===== config.mk =====
export PLATFORM = sky130hd
export DESIGN_NAME = seg_scan_capture
export DESIGN_NICKNAME = d
export VERILOG_FILES = /design/src/rtl/seg_scan_capture_pkg.sv /design/src/rtl/seg_scan_capture_seg7_to_bcd.sv /design/src/rtl/seg_scan_capture.sv
export SDC_FILE = /design/constraint.sdc
export NUM_CORES = 1
export LEC_CHECK = 0
export BUFFER_PORTS_ARGS = -buffer_cell sky130_fd_sc_hd__buf_2
export CORE_MARGIN = 2
export CORE_UTILIZATION = 50
export DETAILED_ROUTE_END_ITERATION = 10
export PLACE_DENSITY = 0.77
export SLEW_MARGIN = 20
export SYNTH_ARGS = -nofsm -noshare
export SYNTH_HDL_FRONTEND = slang
export SYNTH_SLANG_ARGS = --single-unit

===== constraint.sdc =====
create_clock -name clk -period 4.8 [get_ports clk]
set_input_delay 0.48 -clock clk [delete_from_list [all_inputs] [get_ports clk]]
set_output_delay 0.48 -clock clk [all_outputs]
set_load 0.02 [all_outputs]

===== src/rtl/seg_scan_capture_pkg.sv =====
// Shared definitions for the 7-segment scan capture block: active-low segment
// patterns, blank code and the capture FSM state encoding.
package seg_scan_capture_pkg;

  // Patterns in active-low form (lit segment = 0), bit order {g,f,e,d,c,b,a}.
  localparam logic [6:0] SEG_0     = 7'h40;
  localparam logic [6:0] SEG_1     = 7'h79;
  localparam logic [6:0] SEG_2     = 7'h24;
  localparam logic [6:0] SEG_3     = 7'h30;
  localparam logic [6:0] SEG_4     = 7'h19;
  localparam logic [6:0] SEG_5     = 7'h12;
  localparam logic [6:0] SEG_6     = 7'h02;
  localparam logic [6:0] SEG_7     = 7'h78;
  localparam logic [6:0] SEG_8     = 7'h00;
  localparam logic [6:0] SEG_9     = 7'h10;
  localparam logic [6:0] SEG_BLANK = 7'h7F;

  localparam logic [3:0] BLANK_CODE = 4'hF;

  // Output ports digit3..digit0 fix the largest supported digit count.
  localparam int MAX_DIGITS = 4;

  typedef enum logic {
    IDLE = 1'b0,
    SCAN = 1'b1
  } state_e;

endpackage


===== src/rtl/seg_scan_capture_seg7_to_bcd.sv =====
// Combinational 7-segment pattern to BCD decoder; blank decodes to BLANK_CODE.
// Any pattern outside 0-9/blank reports valid=0.
module seg7_to_bcd
  import seg_scan_capture_pkg::*;
#(
  parameter int SEG_ACTIVE_LOW = 1
) (
  input  logic [6:0] seg_in,
  output logic       valid,
  output logic [3:0] bcd
);

  logic [6:0] pat;

  always_comb begin
    // NOTE: every output gets a default before the case so no latch is inferred.
    valid = 1'b1;
    bcd   = BLANK_CODE;
    pat   = (SEG_ACTIVE_LOW != 0) ? seg_in : ~seg_in;
    case (pat)
      SEG_0:     bcd = 4'd0;
      SEG_1:     bcd = 4'd1;
      SEG_2:     bcd = 4'd2;
      SEG_3:     bcd = 4'd3;
      SEG_4:     bcd = 4'd4;
      SEG_5:     bcd = 4'd5;
      SEG_6:     bcd = 4'd6;
      SEG_7:     bcd = 4'd7;
      SEG_8:     bcd = 4'd8;
      SEG_9:     bcd = 4'd9;
      SEG_BLANK: bcd = BLANK_CODE;
      default:   valid = 1'b0;
    endcase
  end

endmodule


===== src/rtl/seg_scan_capture.sv =====
// Receive-side checker for a multiplexed 7-segment bus: rebuilds the digit value
// and flags decode, select and stall faults. Optional err_cnt port: SEG_SCAN_CAPTURE_ERRCNT_EN.
module seg_scan_capture
  import seg_scan_capture_pkg::*;
#(
  parameter int NUM_DIGITS     = 4,   // at most MAX_DIGITS
  parameter int SEL_W          = 6,
  parameter int SEL_ACTIVE_LOW = 1,
  parameter int SEG_ACTIVE_LOW = 1,
  parameter int TIMEOUT_CYC    = 1024
) (
  input  logic             clk,
  input  logic             rst,
  input  logic             seg_clk_in,
  input  logic [SEL_W-1:0] seg_sel_in,
  input  logic [6:0]       seg_data_in,
  output logic [3:0]       digit3,
  output logic [3:0]       digit2,
  output logic [3:0]       digit1,
  output logic [3:0]       digit0,
  output logic             digits_valid,
  output logic             frame_valid,
  output logic             seg_err,
  output logic             sel_err,
`ifdef SEG_SCAN_CAPTURE_ERRCNT_EN
  output logic [7:0]       err_cnt,
`endif
  output logic             timeout
);

  localparam int             CNT_W       = $clog2(TIMEOUT_CYC);
  localparam logic [CNT_W-1:0] TIMEOUT_MAX = CNT_W'(TIMEOUT_CYC - 1);

  logic             s0_clk_q, s1_clk_q;
  logic [SEL_W-1:0] s0_sel_q;
  logic [6:0]       s0_data_q;

  state_e                state_q, state_d;
  logic [NUM_DIGITS-1:0] mask_q, mask_d;
  logic [3:0]            shadow_q [MAX_DIGITS];
  logic [3:0]            shadow_d [MAX_DIGITS];
  logic [3:0]            digit_q  [MAX_DIGITS];
  logic [3:0]            digit_d  [MAX_DIGITS];
  logic [CNT_W-1:0]      cnt_q, cnt_d;
  logic digits_valid_q, digits_valid_d;
  logic frame_valid_q, frame_valid_d;
  logic seg_err_q, seg_err_d;
  logic sel_err_q, sel_err_d;
  logic timeout_q, timeout_d;

  logic                  scan_edge;
  logic [SEL_W-1:0]      sel_act;
  logic [NUM_DIGITS-1:0] hit;
  logic                  dec_valid;
  logic [3:0]            dec_bcd;
  logic                  accept, bad, complete, stall;

  seg7_to_bcd #(.SEG_ACTIVE_LOW(SEG_ACTIVE_LOW)) u_dec (
    .seg_in (s0_data_q),
    .valid  (dec_valid),
    .bcd    (dec_bcd)
  );

  always_comb begin
    scan_edge = s0_clk_q & ~s1_clk_q;
    sel_act   = (SEL_ACTIVE_LOW != 0) ? ~s0_sel_q : s0_sel_q;
    hit       = '0;
    for (int k = 0; k < NUM_DIGITS; k++) begin
      hit[k] = scan_edge && (sel_act == (SEL_W'(1) << k));
    end
    accept   = (|hit) && dec_valid;
    bad      = (|hit) && !dec_valid;
    complete = (state_q == SCAN) && (&mask_q);
    // An accepted sample restarts the stall window, so it always beats a timeout.
    stall    = (state_q == SCAN) && !complete && !accept && (cnt_q == TIMEOUT_MAX);
  end

  always_comb begin
    state_d        = state_q;
    mask_d         = (complete || stall) ? '0 : mask_q;
    shadow_d       = shadow_q;
    digit_d        = digit_q;
    cnt_d          = cnt_q;
    digits_valid_d = digits_valid_q;
    frame_valid_d  = complete;
    seg_err_d      = bad;
    sel_err_d      = scan_edge && ($countones(sel_act) > 1);
    timeout_d      = stall;

    if (accept) mask_d = mask_d | hit;
    if (bad)    mask_d = mask_d & ~hit;
    for (int k = 0; k < NUM_DIGITS; k++) begin
      if (accept && hit[k]) shadow_d[k] = dec_bcd;
    end

    if (complete) begin
      for (int k = 0; k < NUM_DIGITS; k++) digit_d[k] = shadow_q[k];
      digits_valid_d = 1'b1;
    end

    if (accept || stall)                          cnt_d = '0;
    else if (state_q == SCAN && cnt_q != TIMEOUT_MAX) cnt_d = cnt_q + 1'b1;

    case (state_q)
      IDLE:    if (accept) state_d = SCAN;
      SCAN:    if (stall) begin
                 state_d        = IDLE;
                 digits_valid_d = 1'b0;
               end
      default: state_d = IDLE;
    endcase
  end

  // NOTE: sequential state uses non-blocking assignments so every flop samples pre-edge values.
  always_ff @(posedge clk) begin
    if (rst) begin
      s0_clk_q       <= 1'b0;
      s1_clk_q       <= 1'b0;
      s0_sel_q       <= '0;
      s0_data_q      <= '0;
      state_q        <= IDLE;
      mask_q         <= '0;
      cnt_q          <= '0;
      digits_valid_q <= 1'b0;
      frame_valid_q  <= 1'b0;
      seg_err_q      <= 1'b0;
      sel_err_q      <= 1'b0;
      timeout_q      <= 1'b0;
      // NOTE: shadow and digit registers are reset because the outputs must read 0 after reset.
      for (int k = 0; k < MAX_DIGITS; k++) begin
        shadow_q[k] <= '0;
        digit_q[k]  <= '0;
      end
    end else begin
      s0_clk_q       <= seg_clk_in;
      s1_clk_q       <= s0_clk_q;
      s0_sel_q       <= seg_sel_in;
      s0_data_q      <= seg_data_in;
      state_q        <= state_d;
      mask_q         <= mask_d;
      cnt_q          <= cnt_d;
      digits_valid_q <= digits_valid_d;
      frame_valid_q  <= frame_valid_d;
      seg_err_q      <= seg_err_d;
      sel_err_q      <= sel_err_d;
      timeout_q      <= timeout_d;
      shadow_q       <= shadow_d;
      digit_q        <= digit_d;
    end
  end

`ifdef SEG_SCAN_CAPTURE_ERRCNT_EN
  logic [7:0] err_cnt_q, err_cnt_d;

  always_comb begin
    err_cnt_d = err_cnt_q;
    if ((seg_err_d || sel_err_d || timeout_d) && err_cnt_q != 8'hFF) err_cnt_d = err_cnt_q + 8'd1;
  end

  always_ff @(posedge clk) begin
    if (rst) err_cnt_q <= '0;
    else     err_cnt_q <= err_cnt_d;
  end

  assign err_cnt = err_cnt_q;
`endif

  assign digit3       = digit_q[3];
  assign digit2       = digit_q[2];
  assign digit1       = digit_q[1];
  assign digit0       = digit_q[0];
  assign digits_valid = digits_valid_q;
  assign frame_valid  = frame_valid_q;
  assign seg_err      = seg_err_q;
  assign sel_err      = sel_err_q;
  assign timeout      = timeout_q;

endmodule


# Yosys cells after proc, flatten, opt, wreduce, memory -nomap -nowiden
# Index checks and enable logic that the tools add are counted.
[word_totals]
register_bits = 67
[op_classes]
reduce_logical = 26
n_eq_ne = 16
magnitude_cmp = 1
mux = 11
add_sub_neg = 6
bitwise = 7
[op_table]
columns = ["cell", "n"]
rows = [
  ["4-bit one-hot mux with 10 select lines", 1],
  ["7-bit equality test, second input constant", 4],
  ["7-bit by 5-bit equality test with 1-bit output, second input constant", 3],
  ["1-bit logical AND", 16],
  ["7-bit by 6-bit equality test with 1-bit output, second input constant", 2],
  ["4-bit 2-to-1 mux", 3],
  ["11-bit OR reduction", 1],
  ["10-bit by 1-bit adder with 10-bit output, second input constant", 1],
  ["10-bit equality test, second input constant", 1],
  ["10-bit inequality test, second input constant", 1],
  ["7-bit by 2-bit equality test with 1-bit output, second input constant", 1],
  ["7-bit zero test", 1],
  ["1-bit by 1-bit adder with 2-bit output", 3],
  ["6-bit by 1-bit equality test with 1-bit output, second input constant", 1],
  ["6-bit by 2-bit equality test with 1-bit output, second input constant", 1],
  ["6-bit by 3-bit equality test with 1-bit output, second input constant", 1],
  ["6-bit by 4-bit equality test with 1-bit output, second input constant", 1],
  ["1-bit 2-to-1 mux", 6],
  ["6-bit inverter", 1],
  ["3-bit by 2-bit adder with 4-bit output", 1],
  ["4-bit AND", 1],
  ["4-bit by 1-bit greater-than comparator with 1-bit output, second input constant", 1],
  ["4-bit inverter", 1],
  ["4-bit OR", 1],
  ["other kinds (9)", 13],
]

# Longest topological paths before layout
# Gate-level depths: netlist of the first run.
[depth]
word_depth = 14
depth_mapped = 7

# Cells and area by module
# From an unflattened synthesis of the first run, not the netlist that was laid out.
[hier_totals]
hier_cells = 314
area_unflattened_um2 = 2901.5
[by_module_without_submodules]
columns = ["mod", "area_per_inst_um2", "seq_area_each_um2", "cells_each", "n_inst"]
rows = [
  ["seg_scan_capture", 2675.1, 1341.3, 279, 1],
  ["seg7_to_bcd", 226.5, 0.0, 35, 1],
]

# Worst setup path before layout of the first run
# OpenSTA, ideal clock, no wires.
[synth_path]
path_kind = "reg-to-reg"
startpoint = "register s0_sel_q[0]"
endpoint = "register sel_err_q (netlist: sel_err)"
required_ns = 4.686
synth_period_minus_slack_ns = 2.296
path_slack_ns = 2.504
setup_ns = 0.114
stages_incl_launch_ff = 7
arrival_time_ns = 2.182
cell_sequence = "dfxtp_1 -> inv_1 -> fa_1 -> fa_1 -> nand2b_1 -> fa_1 -> a2111oi_0"
[synth_via]
elab_chain_cells = 6
[synth_lines]
columns = ["item", "line_no", "source"]
rows = [
  ["start, declared", "seg_scan_capture.sv:35", "logic [SEL_W-1:0] s0_sel_q;"],
  ["start signal, assigned", "seg_scan_capture.sv:137", "s0_sel_q <= seg_sel_in;"],
  ["6-bit inverter", "seg_scan_capture.sv:66", "sel_act = (SEL_ACTIVE_LOW != 0) ? ~s0_sel_q : s0_sel_q;"],
  ["1-bit by 1-bit adder with 2-bit output (not written as such)", "seg_scan_capture.sv:87", "sel_err_d = scan_edge && ($countones(sel_act) > 1);"],
  ["2-bit by 2-bit adder with 3-bit output (not written as such)", "seg_scan_capture.sv:87", ""],
  ["3-bit by 2-bit adder with 4-bit output (not written as such)", "seg_scan_capture.sv:87", ""],
  ["4-bit by 1-bit greater-than comparator with 1-bit output", "seg_scan_capture.sv:87", ""],
  ["1-bit logical AND", "seg_scan_capture.sv:87", ""],
  ["end signal, assigned", "seg_scan_capture.sv:145", "sel_err_q <= sel_err_d;"],
  ["end, declared", "seg_scan_capture.sv:48", "logic sel_err_q, sel_err_d;"],
]
# Every way passes these cells.
# A chain may end at the register's enable or synchronous reset.

# Worst setup path in the final report of the first run
# Same ends and word-level chain as after synthesis.

==> results of run 1 <==
-- per-stage QoR --
step	hold slack, ns	total power (W)	utilization [%]	cells
3_5_place_dp	0.422	0.000645	55.9	418
6_report	0.351	0.00114	59.8	433
5_1_grt	0.344	0.00119	59.8	433
4_1_cts	0.339	0.00115	59.8	433
3_3_place_gp	0.409	0.000643	55.9	418
2_1_floorplan	0.397	0.000631	-	320
-- state kept, by name (all words and copies together), names as in the netlist, 4 cells and up --
| name | count |
|---|---|
| shadow_q | 16 |
| cnt_q | 10 |
| s0_data_q | 7 |
| s0_sel_q | 6 |
| digit0 | 4 |
| digit1 | 4 |
| digit2 | 4 |
| digit3 | 4 |
| mask_q | 4 |
-- kinds of logic (layout without fill, tap and decap cells) --
family	count (synthesis)	in the layout	share of synthesized area, %
AO/OA/AOI/OAI	63	63	15.1
XOR/XNOR	10	10	3.06
adder cells (fa/ha/maj)	7	7	3.84
buffers and inverters	22	63	3.67
flip-flops	67	67	46.8
multiplexers	4	4	1.40
AND/OR/NAND/NOR	147	147	26.1
-- cell type report --
class	instances	area [sq um]	share of cell area [%]
Clock inverter	4	73.8	2.24
Tap cell	72	90.1	2.73
Sequential cell	67	1340	40.7
Timing Repair Buffer	36	180	5.47
Clock buffer	11	141	4.29
Multi-Input combinational cell	231	1420	43.2
Inverter	12	45.0	1.37
-- routing by layer --
layer,global-route usage [%],vias up
met2,27.6,42
met4,8.97,0
li1,-,1167
met1,22.3,1012
met3,4.19,11
met5,0,-
-- worst register-to-register path: cells and delay by family (launching register included) --
| family | cells | cell delay [ns] |
|---|---|---|
| AO/OA/AOI/OAI | 1 | 0.34 |
| flip-flops | 1 | 0.36 |
| adder cells (fa/ha/maj) | 3 | 1.44 |
| AND/OR/NAND/NOR | 1 | 0.06 |
| buffers and inverters | 1 | 0.09 |
-- cell usage in the layout (no fill, tap or decap), types with 2 or more instances in the layout --
cell / instances
sky130_fd_sc_hd__nand2_1: 59
sky130_fd_sc_hd__o211ai_1: 2
sky130_fd_sc_hd__a21oi_1: 24
sky130_fd_sc_hd__buf_2: 36
sky130_fd_sc_hd__nor4_1: 2
sky130_fd_sc_hd__clkbuf_8: 10
sky130_fd_sc_hd__o21ai_2: 3
sky130_fd_sc_hd__mux2i_1: 4
sky130_fd_sc_hd__a21o_1: 2
sky130_fd_sc_hd__inv_1: 11
sky130_fd_sc_hd__or3_1: 2
sky130_fd_sc_hd__nor2_1: 22
sky130_fd_sc_hd__nor3_1: 6
sky130_fd_sc_hd__or2_2: 3
sky130_fd_sc_hd__nand4_1: 4
sky130_fd_sc_hd__nor2b_1: 14
sky130_fd_sc_hd__bufinv_16: 2
sky130_fd_sc_hd__and2b_2: 2
sky130_fd_sc_hd__ha_1: 4
sky130_fd_sc_hd__dfxtp_1: 67
sky130_fd_sc_hd__nand3b_1: 2
sky130_fd_sc_hd__fa_1: 3
sky130_fd_sc_hd__xor2_1: 7
sky130_fd_sc_hd__nand3_1: 18
sky130_fd_sc_hd__xnor2_1: 3
sky130_fd_sc_hd__o21ai_0: 16
-- report_power, final --
group	switching, W	internal [W]	leakage, nW
Combinational	0.0000357	0.0000245	0.630
Sequential	0.00000860	0.000563	0.544
Clock	0.000202	0.000305	0.110
Total	0.000246	0.000892	1.28
-- how the worst max path moves through the flow --
stage	from	slack, ns	to	cells after the start
2_1_floorplan	s0_sel_q[0]	2.50	sel_err	6
3_3_place_gp	s0_sel_q[0]	2.45	sel_err	6
3_5_place_dp	s0_sel_q[0]	2.36	sel_err	6
4_1_cts	s0_sel_q[0]	2.35	sel_err	6
5_1_grt	s0_sel_q[0]	2.15	sel_err	6
6_report	s0_sel_q[0]	2.38	sel_err	6
==> impl_summary.log, run 1 <==
INFO  metric outcome = finished, final reports clean
INFO  metric timing.setup.critical_path_class = reg -> reg
INFO  metric met1Wirelength = 2460 um
INFO  metric placeableCoreArea = 5510 sq um
INFO  metric initial_utilization = 52.1%
INFO  metric cap_violations = 0
INFO  metric startpoint_of_the_tightest_hold_check_path = seg_data_in[0]
INFO  metric route.detailed.vias_per_inst = 5.15
INFO  metric grt_setup_unrepaired = false
INFO  metric synth_async_sr_flop_share = 0%
INFO  metric detail_route.wirelength = 5120 um
INFO  metric die_w = 79.7 um
INFO  metric finalWeightedCongestion = 0.903
INFO  metric detail_route.iter0.violations = 122
INFO  metric number_of_buffers_between_clock_root_and_the_deepest_sink = 2
INFO  metric top_post_synthesis_cells_by_area = sky130_fd_sc_hd__dfxtp_1, sky130_fd_sc_hd__nand2_1, sky130_fd_sc_hd__a21oi_1
INFO  metric regToRegStartpoint = s0_sel_q[0]
INFO  metric final.period_utilization = 50.4%
INFO  metric grt_start_max_net_pins = 47
INFO  metric worstHoldEndpoint = s0_data_q[0]
INFO  metric post_route_cell_area = 3290 sq um
INFO  metric clock_tree_from_tritoncts = yes
INFO  metric place_ws = 2.36 ns
INFO  metric chipHeight = 79.7 um
INFO  metric worst_r2r_path_depth = 6
INFO  metric num_vias = 2,232
INFO  metric n_diodes = 0
INFO  metric synth-edff-count = 0
INFO  metric cts.sink_count = 67
INFO  metric post-route-worst-setup-slack = 2.38 ns
INFO  metric critPathArrivalTime = 2.63 ns
INFO  metric track_usage = 17.5%
INFO  metric synth_area = 2870 sq um
INFO  metric flow.area_growth_from_synthesis = 14.9%
INFO  metric met3_length = 207 um
INFO  metric drive_gt1_share = 19.9%
INFO  metric startpoint_type = flip-flop
INFO  metric final.setup_skew = 0.0118 ns
INFO  metric postCtsResizedCells = 0
INFO  metric fillCellCount = 517
INFO  metric synth.ff_latch_count = 67
INFO  metric yosysWarnings = 0
INFO  metric io_buffers = 36
INFO  metric clock_insertion_delay_at_the_later_pin_of_the_skew_report = 0.33 ns
INFO  metric critical_path_buf_inv_count = 1
INFO  metric cp.required = 5.01 ns
INFO  metric worstPathCellList = inv_1 -> fa_1 -> fa_1 -> nand2b_1 -> fa_1 -> a2111oi_0
INFO  metric firstDrtPassIters = 4
INFO  metric worst_margin_slew = 0.777 ns
INFO  metric setup_viol_count_final = 0
INFO  metric dr_wl_met2 = 2360 um
INFO  metric cts.clk_slew.worst_paths = 0.07 ns
INFO  metric via_count_of_the_first_global_routing_pass = 1,993
INFO  metric power_density = 346 nW/um^2
INFO  metric std_cell_rows = 27
INFO  metric cts-root-buf = sky130_fd_sc_hd__clkbuf_8
INFO  metric ir_worst_vdd = 0.000257 V
INFO  metric post-synth-top-count-cell = sky130_fd_sc_hd__dfxtp_1
INFO  metric synth.distinct_cells = 54
INFO  metric worstHoldPathType = in -> reg
INFO  metric synth.net_count = 343
INFO  metric drc = 0
INFO  metric finalWorstPathRequiredPeriod = 2.42 ns
INFO  metric critical-path-slowest-cell = sky130_fd_sc_hd__fa_1
INFO  metric dp.final_hpwl = 3660 um
INFO  metric slew_headroom = 48.2%
INFO  metric antenna_found_initial = 0
INFO  metric crit_path_max_fanout = 3
INFO  metric finish.net_count = 380
INFO  metric die_area = 6350 sq um
INFO  metric h-tree-depth = 3
INFO  metric post_synth.cell_area_avg = 8.96 sq um
INFO  metric io_pins = 37
INFO  metric count_of_final_max_slew_check_failures = 0
INFO  metric cellLeakagePower = 1.28 nW
INFO  metric total_global_routing_overflow = 0
INFO  metric crit_top_cell = sky130_fd_sc_hd__fa_1
INFO  metric reg2reg_slack = 2.38 ns
INFO  metric post_drt_wl_per_cell = 11.8 um
INFO  metric synthFlopType = sky130_fd_sc_hd__dfxtp_1
INFO  metric synth_top_area_cell = sky130_fd_sc_hd__dfxtp_1
INFO  metric cpPeakStageDelay = 0.51 ns
INFO  metric critical-path-top-delay-family = adder cells
INFO  metric max_clock_freq = 413 MHz
INFO  metric syn_inst = 320
INFO  metric finalHoldViolCount = 0
INFO  metric cts_setup_buffers = 0
INFO  metric synth_seq_area_share = 46.8%
INFO  metric yosys.area.top_type_share = 46.8%
INFO  metric grt_first_pass_wirelength = 8730 um
INFO  metric cts_made_buffers = 9
INFO  metric antenna_nets_post_route = 0
INFO  metric synth_commonest_cells = sky130_fd_sc_hd__dfxtp_1, sky130_fd_sc_hd__nand2_1, sky130_fd_sc_hd__a21oi_1
INFO  metric placed_area = 3080 sq um
INFO  metric top_layer = met4
INFO  metric setup_total_negative_slack = 0 ns
INFO  metric ctsHoldBuffers = 0
INFO  metric worstHoldPathCells = 2
INFO  metric worstReg2RegEnd = sel_err
INFO  metric cp-end-kind = flip-flop
(Power assumes the default switching activity.)
==> run 2, diff against run 1 <==
--- a/config.mk
+++ b/config.mk
@@ -5,11 +5,12 @@
 export SDC_FILE = /design/constraint.sdc
 export NUM_CORES = 1
 export LEC_CHECK = 0
+export ABC_AREA = 1
 export BUFFER_PORTS_ARGS = -buffer_cell sky130_fd_sc_hd__buf_2
 export CORE_MARGIN = 2
 export CORE_UTILIZATION = 50
 export DETAILED_ROUTE_END_ITERATION = 10
-export PLACE_DENSITY = 0.77
+export PLACE_DENSITY = 0.76
 export SLEW_MARGIN = 20
 export SYNTH_ARGS = -nofsm -noshare
 export SYNTH_HDL_FRONTEND = slang
==> constraint.sdc (replaced) <==
create_clock -name clk -period 2.5 [get_ports clk]
set_input_delay 0.25 -clock clk [delete_from_list [all_inputs] [get_ports clk]]
set_output_delay 0.25 -clock clk [all_outputs]
set_load 0.02 [all_outputs]
==> run 2 against run 1 <==
  * Sequential share of layout area decreased by 0.58 points
  * Maximum frequency is 7.7% higher
  * Clock skew decreased by 0.0034 ns
  * Sequential power grew 91%
  * Final cell count up 19%
  * Critical path type unchanged
  * Area after synthesis is 1.3% higher
  * Wire length up 6.5%
  * Setup slack got worse by 2.1 ns
  * Global-route usage grew 1.4 points
  * Clock power is 78% higher
  * Total power increased by 85%
==> impl_summary.log, run 2 <==
INFO  metric grt_start_max_net_pins = 23
INFO  metric count_of_final_max_slew_check_failures = 0
INFO  metric reg_top3 = shadow_q (16), cnt_q (10), s0_data_q (7)
INFO  metric cp.required = 2.77 ns
INFO  metric cap_violations = 0
INFO  metric critPathArrivalTime = 2.52 ns
INFO  metric synth-compound-area-share = 9.27%
INFO  metric dp.final_hpwl = 3810 um
INFO  metric ir_worst_vdd = 0.000429 V
INFO  metric layout_commonest_cell = sky130_fd_sc_hd__nor2_1
INFO  metric finish.net_count = 463
INFO  metric cts.sink_count = 67
INFO  metric synth_area = 2900 sq um
INFO  metric synth-edff-count = 0
INFO  metric io_buffers = 36
INFO  metric via_count_of_the_first_global_routing_pass = 2,285
INFO  metric h-tree-depth = 3
INFO  metric cts-root-buf = sky130_fd_sc_hd__clkbuf_8
INFO  metric synthFlopType = sky130_fd_sc_hd__dfxtp_1
INFO  metric postCtsResizedCells = 0
INFO  metric die_w = 80.2 um
INFO  metric initial_utilization = 52.4%
INFO  metric synth.distinct_cells = 26
INFO  metric synth_xor_area_share = 1.81%
INFO  metric placeableCoreArea = 5540 sq um
INFO  metric synth_top_family_by_area = simple AND/OR/NAND/NOR gates
INFO  metric synth_top_area_cell = sky130_fd_sc_hd__dfxtp_1
INFO  metric top_post_synthesis_cells_by_area = sky130_fd_sc_hd__dfxtp_1, sky130_fd_sc_hd__nor2_1, sky130_fd_sc_hd__nand2_1
INFO  metric track_usage = 18.9%
INFO  metric cts_made_buffers = 9
INFO  metric antenna_found_initial = 0
INFO  metric cts.clk_slew.worst_paths = 0.07 ns
INFO  metric final.hold.worst_slack = 0.100 ns
INFO  metric yosys.area_share.adder = 3.79%
INFO  metric synthSimpleGateAreaFrac = 29.4%
INFO  metric post_synth.cell_area_avg = 7.24 sq um
INFO  metric detail_route.iter0.violations = 141
INFO  metric flow.area_growth_from_synthesis = 15.1%
INFO  metric mostFrequentLayoutCells = sky130_fd_sc_hd__nor2_1, sky130_fd_sc_hd__dfxtp_1, sky130_fd_sc_hd__nand2_1
INFO  metric final.period_utilization = 89.9%
INFO  metric antenna_nets_post_route = 0
INFO  metric synth_commonest_cells = sky130_fd_sc_hd__nor2_1, sky130_fd_sc_hd__dfxtp_1, sky130_fd_sc_hd__nand2_1
INFO  metric max_clock_freq = 445 MHz
INFO  metric finalWorstPathRequiredPeriod = 2.25 ns
INFO  metric total_global_routing_overflow = 0
INFO  metric final.setup_skew = 0.00837 ns
INFO  metric die_area = 6430 sq um
INFO  metric io_pins = 37
INFO  metric yosysWarnings = 0
INFO  metric setup_total_negative_slack = 0 ns
INFO  metric post_drt_wl_per_cell = 10.5 um
INFO  metric synth_async_sr_flop_share = 0%
INFO  metric syn_inst = 401
INFO  metric chipHeight = 80.2 um
INFO  metric finalWeightedCongestion = 0.841
INFO  metric power_density = 630 nW/um^2
INFO  metric clock_insertion_delay_at_the_later_pin_of_the_skew_report = 0.35 ns
INFO  metric grt_first_pass_wirelength = 9360 um
INFO  metric worst_margin_slew = 0.536 ns
INFO  metric clock_tree_from_tritoncts = yes
INFO  metric fillCellCount = 534
INFO  metric outcome = finished, final reports clean
INFO  metric worstHoldPathType = in -> reg
INFO  metric slew_headroom = 64.0%
INFO  metric startpoint_type = flip-flop
INFO  metric registers.top_by_ff_count = shadow_q
INFO  metric setup_viol_count_final = 0
INFO  metric cp-end-kind = flip-flop
INFO  metric num_vias = 2,481
INFO  metric std_cell_rows = 27
INFO  metric route.detailed.vias_per_inst = 4.80
INFO  metric synth.mux.area_fraction = 0%
INFO  metric drc = 0
INFO  metric cts_setup_buffers = 0
INFO  metric finalHoldViolCount = 0
INFO  metric synth_seq_area_share = 46.2%
INFO  metric number_of_flip_flops_under_the_largest_register_name = 16
INFO  metric post-synth-top-count-cell = sky130_fd_sc_hd__nor2_1
INFO  metric timing.setup.critical_path_class = reg -> reg
INFO  metric cellLeakagePower = 1.63 nW
INFO  metric firstDrtPassIters = 4
INFO  metric grt_setup_unrepaired = false
INFO  metric synth.ff_latch_count = 67
INFO  metric n_diodes = 0
INFO  metric number_of_buffers_between_clock_root_and_the_deepest_sink = 2
INFO  metric yosys.area.top_type_share = 46.2%
INFO  metric drive_gt1_share = 16.0%
INFO  metric crit_path_max_fanout = 3
INFO  metric synth.net_count = 424
INFO  metric detail_route.wirelength = 5450 um
INFO  metric ctsHoldBuffers = 0
==> run 2: where the power goes <==
| group | leakage, nW | total [W] | internal, W | switching [W] |
|---|---|---|---|---|
| Sequential | 0.544 | 0.00109 | 0.00108 | 0.00000920 |
| Combinational | 0.981 | 0.000114 | 0.0000390 | 0.0000750 |
| Clock | 0.102 | 0.000903 | 0.000487 | 0.000416 |
==> run 2: final cells by class <==
class / instances / area, sq um / area share (%)
flip-flops and latches: 67 / 1340 / 40.1
multi-input cells: 263 / 1280 / 38.4
inverters: 61 / 229 / 6.85
repair buffers: 38 / 195 / 5.84
clock buffers: 10 / 138 / 4.12
well taps: 72 / 90.1 / 2.70
clock inverters: 6 / 65.1 / 1.95
==> run 2: worst paths after layout <==
| path | end | startpoint | slack, ns | cells after the start |
|---|---|---|---|---|
| min | s0_data_q[6] | seg_data_in[6] | 0.10 | 3 |
| min reg2reg | s1_clk_q | s0_clk_q | 0.43 | 2 |
| max | sel_err | s0_sel_q[0] | 0.25 | 6 |
| max reg2reg | sel_err | s0_sel_q[0] | 0.25 | 6 |
==> run 2: worst max-delay path, stage by stage, from the launching register on <==
cell and delay (ns):
sky130_fd_sc_hd__dfxtp_1 0.37, sky130_fd_sc_hd__inv_1 0.09, sky130_fd_sc_hd__fa_1 0.50, sky130_fd_sc_hd__fa_1 0.52
sky130_fd_sc_hd__nand2_1 0.07, sky130_fd_sc_hd__fa_1 0.43, sky130_fd_sc_hd__a211oi_1 0.20
==> run 2: cells by family after synthesis <==
kind of cell	count (synthesis)
simple gates	197
buf+inv	71
flops	67
compound gates	53
fa+ha+maj	7
xor+xnor	6
==> run 2: stage by stage <==
stage	power [W]	area, sq um	utilization, %	setup WS (ns)	std cells
finish	0.00211	3340	60.3	0.254	517
global route	0.00219	3340	60.3	0.127	517
CTS	0.00213	3340	60.3	0.230	517
detailed placement	0.00123	3140	56.7	0.244	501
global placement	0.00122	3140	56.7	0.332	501
floorplan	0.00119	2900	-	0.358	401
==> run 2: layer usage <==
layer	global-route usage (%)	part of all wire (%)
met1	22.0	46
met2	31.7	48
met3	5.17	4.1
met4	9.83	2.1
met5	0	0
==> run 3, diff against run 2 <==
==> constraint.sdc (replaced) <==
create_clock -name clk -period 2.5 [get_ports clk]
set_input_delay 0.5 -clock clk [delete_from_list [all_inputs] [get_ports clk]]
set_output_delay 0.5 -clock clk [all_outputs]
set_load 0.02 [all_outputs]
==> run 3 against run 2 <==
  * Final cell count up 0.19%
  * Sequential share of layout area down 0.090 points
  * Die area unchanged
  * Wire length up 0.11%
==> impl_summary.log, run 3 (same netlist as run 2, synthesis figures left out) <==
INFO  metric outcome = finished, final reports clean
INFO  metric crit_top_cell = sky130_fd_sc_hd__fa_1
INFO  metric detail_route.iter0.violations = 122
INFO  metric place.detailed.instances = 502
INFO  metric setup_total_negative_slack = 0 ns
INFO  metric final.setup_skew = 0.00954 ns
INFO  metric dp.final_hpwl = 3810 um
INFO  metric grt_start_max_net_pins = 23
INFO  metric critical-path-top-delay-family = adder cells
INFO  metric firstDrtPassIters = 5
INFO  metric final.hold.worst_slack = 0.353 ns
INFO  metric worst_margin_slew = 0.510 ns
INFO  metric flow.area_growth_from_synthesis = 15.4%
INFO  metric final-instance-count-excl-fill = 518
INFO  metric postCtsResizedCells = 0
INFO  metric n_diodes = 0
INFO  metric startpoint_type = flip-flop
INFO  metric ctsHoldBuffers = 0
INFO  metric worstHoldPathType = in -> reg
INFO  metric cts.clk_slew.worst_paths = 0.07 ns
INFO  metric drive_gt1_share = 16.1%
INFO  metric layout_commonest_cell = sky130_fd_sc_hd__nor2_1
INFO  metric num_vias = 2,502
INFO  metric number_of_flip_flops_under_the_largest_register_name = 16
INFO  metric antenna_found_initial = 0
INFO  metric worstPathCellList = inv_1 -> fa_1 -> fa_1 -> nand2_1 -> fa_1 -> a211oi_1
INFO  metric cellLeakagePower = 1.63 nW
INFO  metric crit_path_max_fanout = 3
INFO  metric critical-path-slowest-cell = sky130_fd_sc_hd__fa_1
INFO  metric setup_viol_count_final = 0
INFO  metric final.period_utilization = 89.5%
INFO  metric cts_made_buffers = 9
INFO  metric finalWeightedCongestion = 0.838
INFO  metric cts_setup_buffers = 0
INFO  metric post_drt_wl_per_cell = 10.5 um
INFO  metric die_w = 80.2 um
INFO  metric placeableCoreArea = 5540 sq um
INFO  metric h-tree-depth = 3
INFO  metric count_of_final_max_slew_check_failures = 0
INFO  metric power_density = 630 nW/um^2
INFO  metric mostFrequentLayoutCells = sky130_fd_sc_hd__nor2_1, sky130_fd_sc_hd__dfxtp_1, sky130_fd_sc_hd__nand2_1
INFO  metric total_global_routing_overflow = 0
INFO  metric cp-end-kind = flip-flop
INFO  metric cts-root-buf = sky130_fd_sc_hd__clkbuf_8
INFO  metric finalWorstPathRequiredPeriod = 2.24 ns
INFO  metric timing.setup.critical_path_class = reg -> reg
INFO  metric grt_setup_unrepaired = false
INFO  metric finish.net_count = 464
INFO  metric clock_insertion_delay_at_the_later_pin_of_the_skew_report = 0.34 ns
INFO  metric cts.sink_count = 67
INFO  metric post-layout-total-power = 0.00211 W
INFO  metric max_clock_freq = 447 MHz
INFO  metric finalHoldViolCount = 0
INFO  metric cpPeakStageDelay = 0.52 ns
INFO  metric slew_headroom = 65.8%
INFO  metric die_area = 6430 sq um
INFO  metric detail_route.wirelength = 5460 um
INFO  metric initial_utilization = 52.4%
INFO  metric antenna_nets_post_route = 0
INFO  metric post_route_cell_area = 3350 sq um
INFO  metric fillCellCount = 532
INFO  metric cp.required = 2.76 ns
INFO  metric grt_first_pass_wirelength = 9340 um
INFO  metric reg_top3 = shadow_q (16), cnt_q (10), s0_data_q (7)
INFO  metric clock_tree_from_tritoncts = yes
INFO  metric drc = 0
INFO  metric io_pins = 37
INFO  metric chipHeight = 80.2 um
INFO  metric track_usage = 18.7%
INFO  metric via_count_of_the_first_global_routing_pass = 2,249
INFO  metric io_buffers = 36
INFO  metric cap_violations = 0
INFO  metric placed_area = 3150 sq um
INFO  metric critPathArrivalTime = 2.50 ns
INFO  metric route.detailed.vias_per_inst = 4.83
INFO  metric registers.top_by_ff_count = shadow_q
INFO  metric number_of_buffers_between_clock_root_and_the_deepest_sink = 2
INFO  metric critical_path_buf_inv_count = 1
INFO  metric std_cell_rows = 27
INFO  metric ir_worst_vdd = 0.000413 V
## run 3: changes by cell type in the layout (fill, tap and decap cells not counted), sizes merged
cell,delta
buf,+1
## run 3: tightest hold or removal path: cells and delay by family
family                 cells  cell delay, ns
buffers and inverters      2            0.10
AND/OR/NAND/NOR            1            0.06
## run 3: through the flow
stage	utilization [%]	worst slack, ns
after floorplan	-	0.358
after global placement	56.8	0.328
after detailed placement	56.8	0.251
after CTS	60.5	0.233
after global routing	60.5	0.125
final	60.5	0.261
## run 3: cell type report
class | count | area, sq um | area share, %
Timing Repair Buffer | 39 | 203 | 6.05
Multi-Input combinational cell | 263 | 1280 | 38.3
Tap cell | 72 | 90.1 | 2.69
Sequential cell | 67 | 1340 | 40.0
Clock inverter | 6 | 65.1 | 1.94
Clock buffer | 10 | 138 | 4.11
Inverter | 61 | 229 | 6.84
## run 3: worst paths after layout
check | cells past startpoint | slack (ns) | startpoint | endpoint
worst max-delay path | 6 | 0.26 | s0_sel_q[0] | sel_err
worst min-delay path | 3 | 0.35 | seg_sel_in[5] | s0_sel_q[5]
worst max register to register | 6 | 0.26 | s0_sel_q[0] | sel_err
worst min register to register | 2 | 0.44 | s0_clk_q | s1_clk_q
## run 3: where the power goes
group          switching [W]  leakage [nW]  internal (W)
clock network       0.000419         0.102      0.000487
registers         0.00000953         0.544       0.00108
logic              0.0000745         0.986     0.0000399
total               0.000503          1.63       0.00161
## run 3: routing by layer
metal	wire length, um	global-route usage [%]
met1	2520	22.7
met2	2580	30.7
met3	227	3.37
met4	134	11.5
met5	0	0
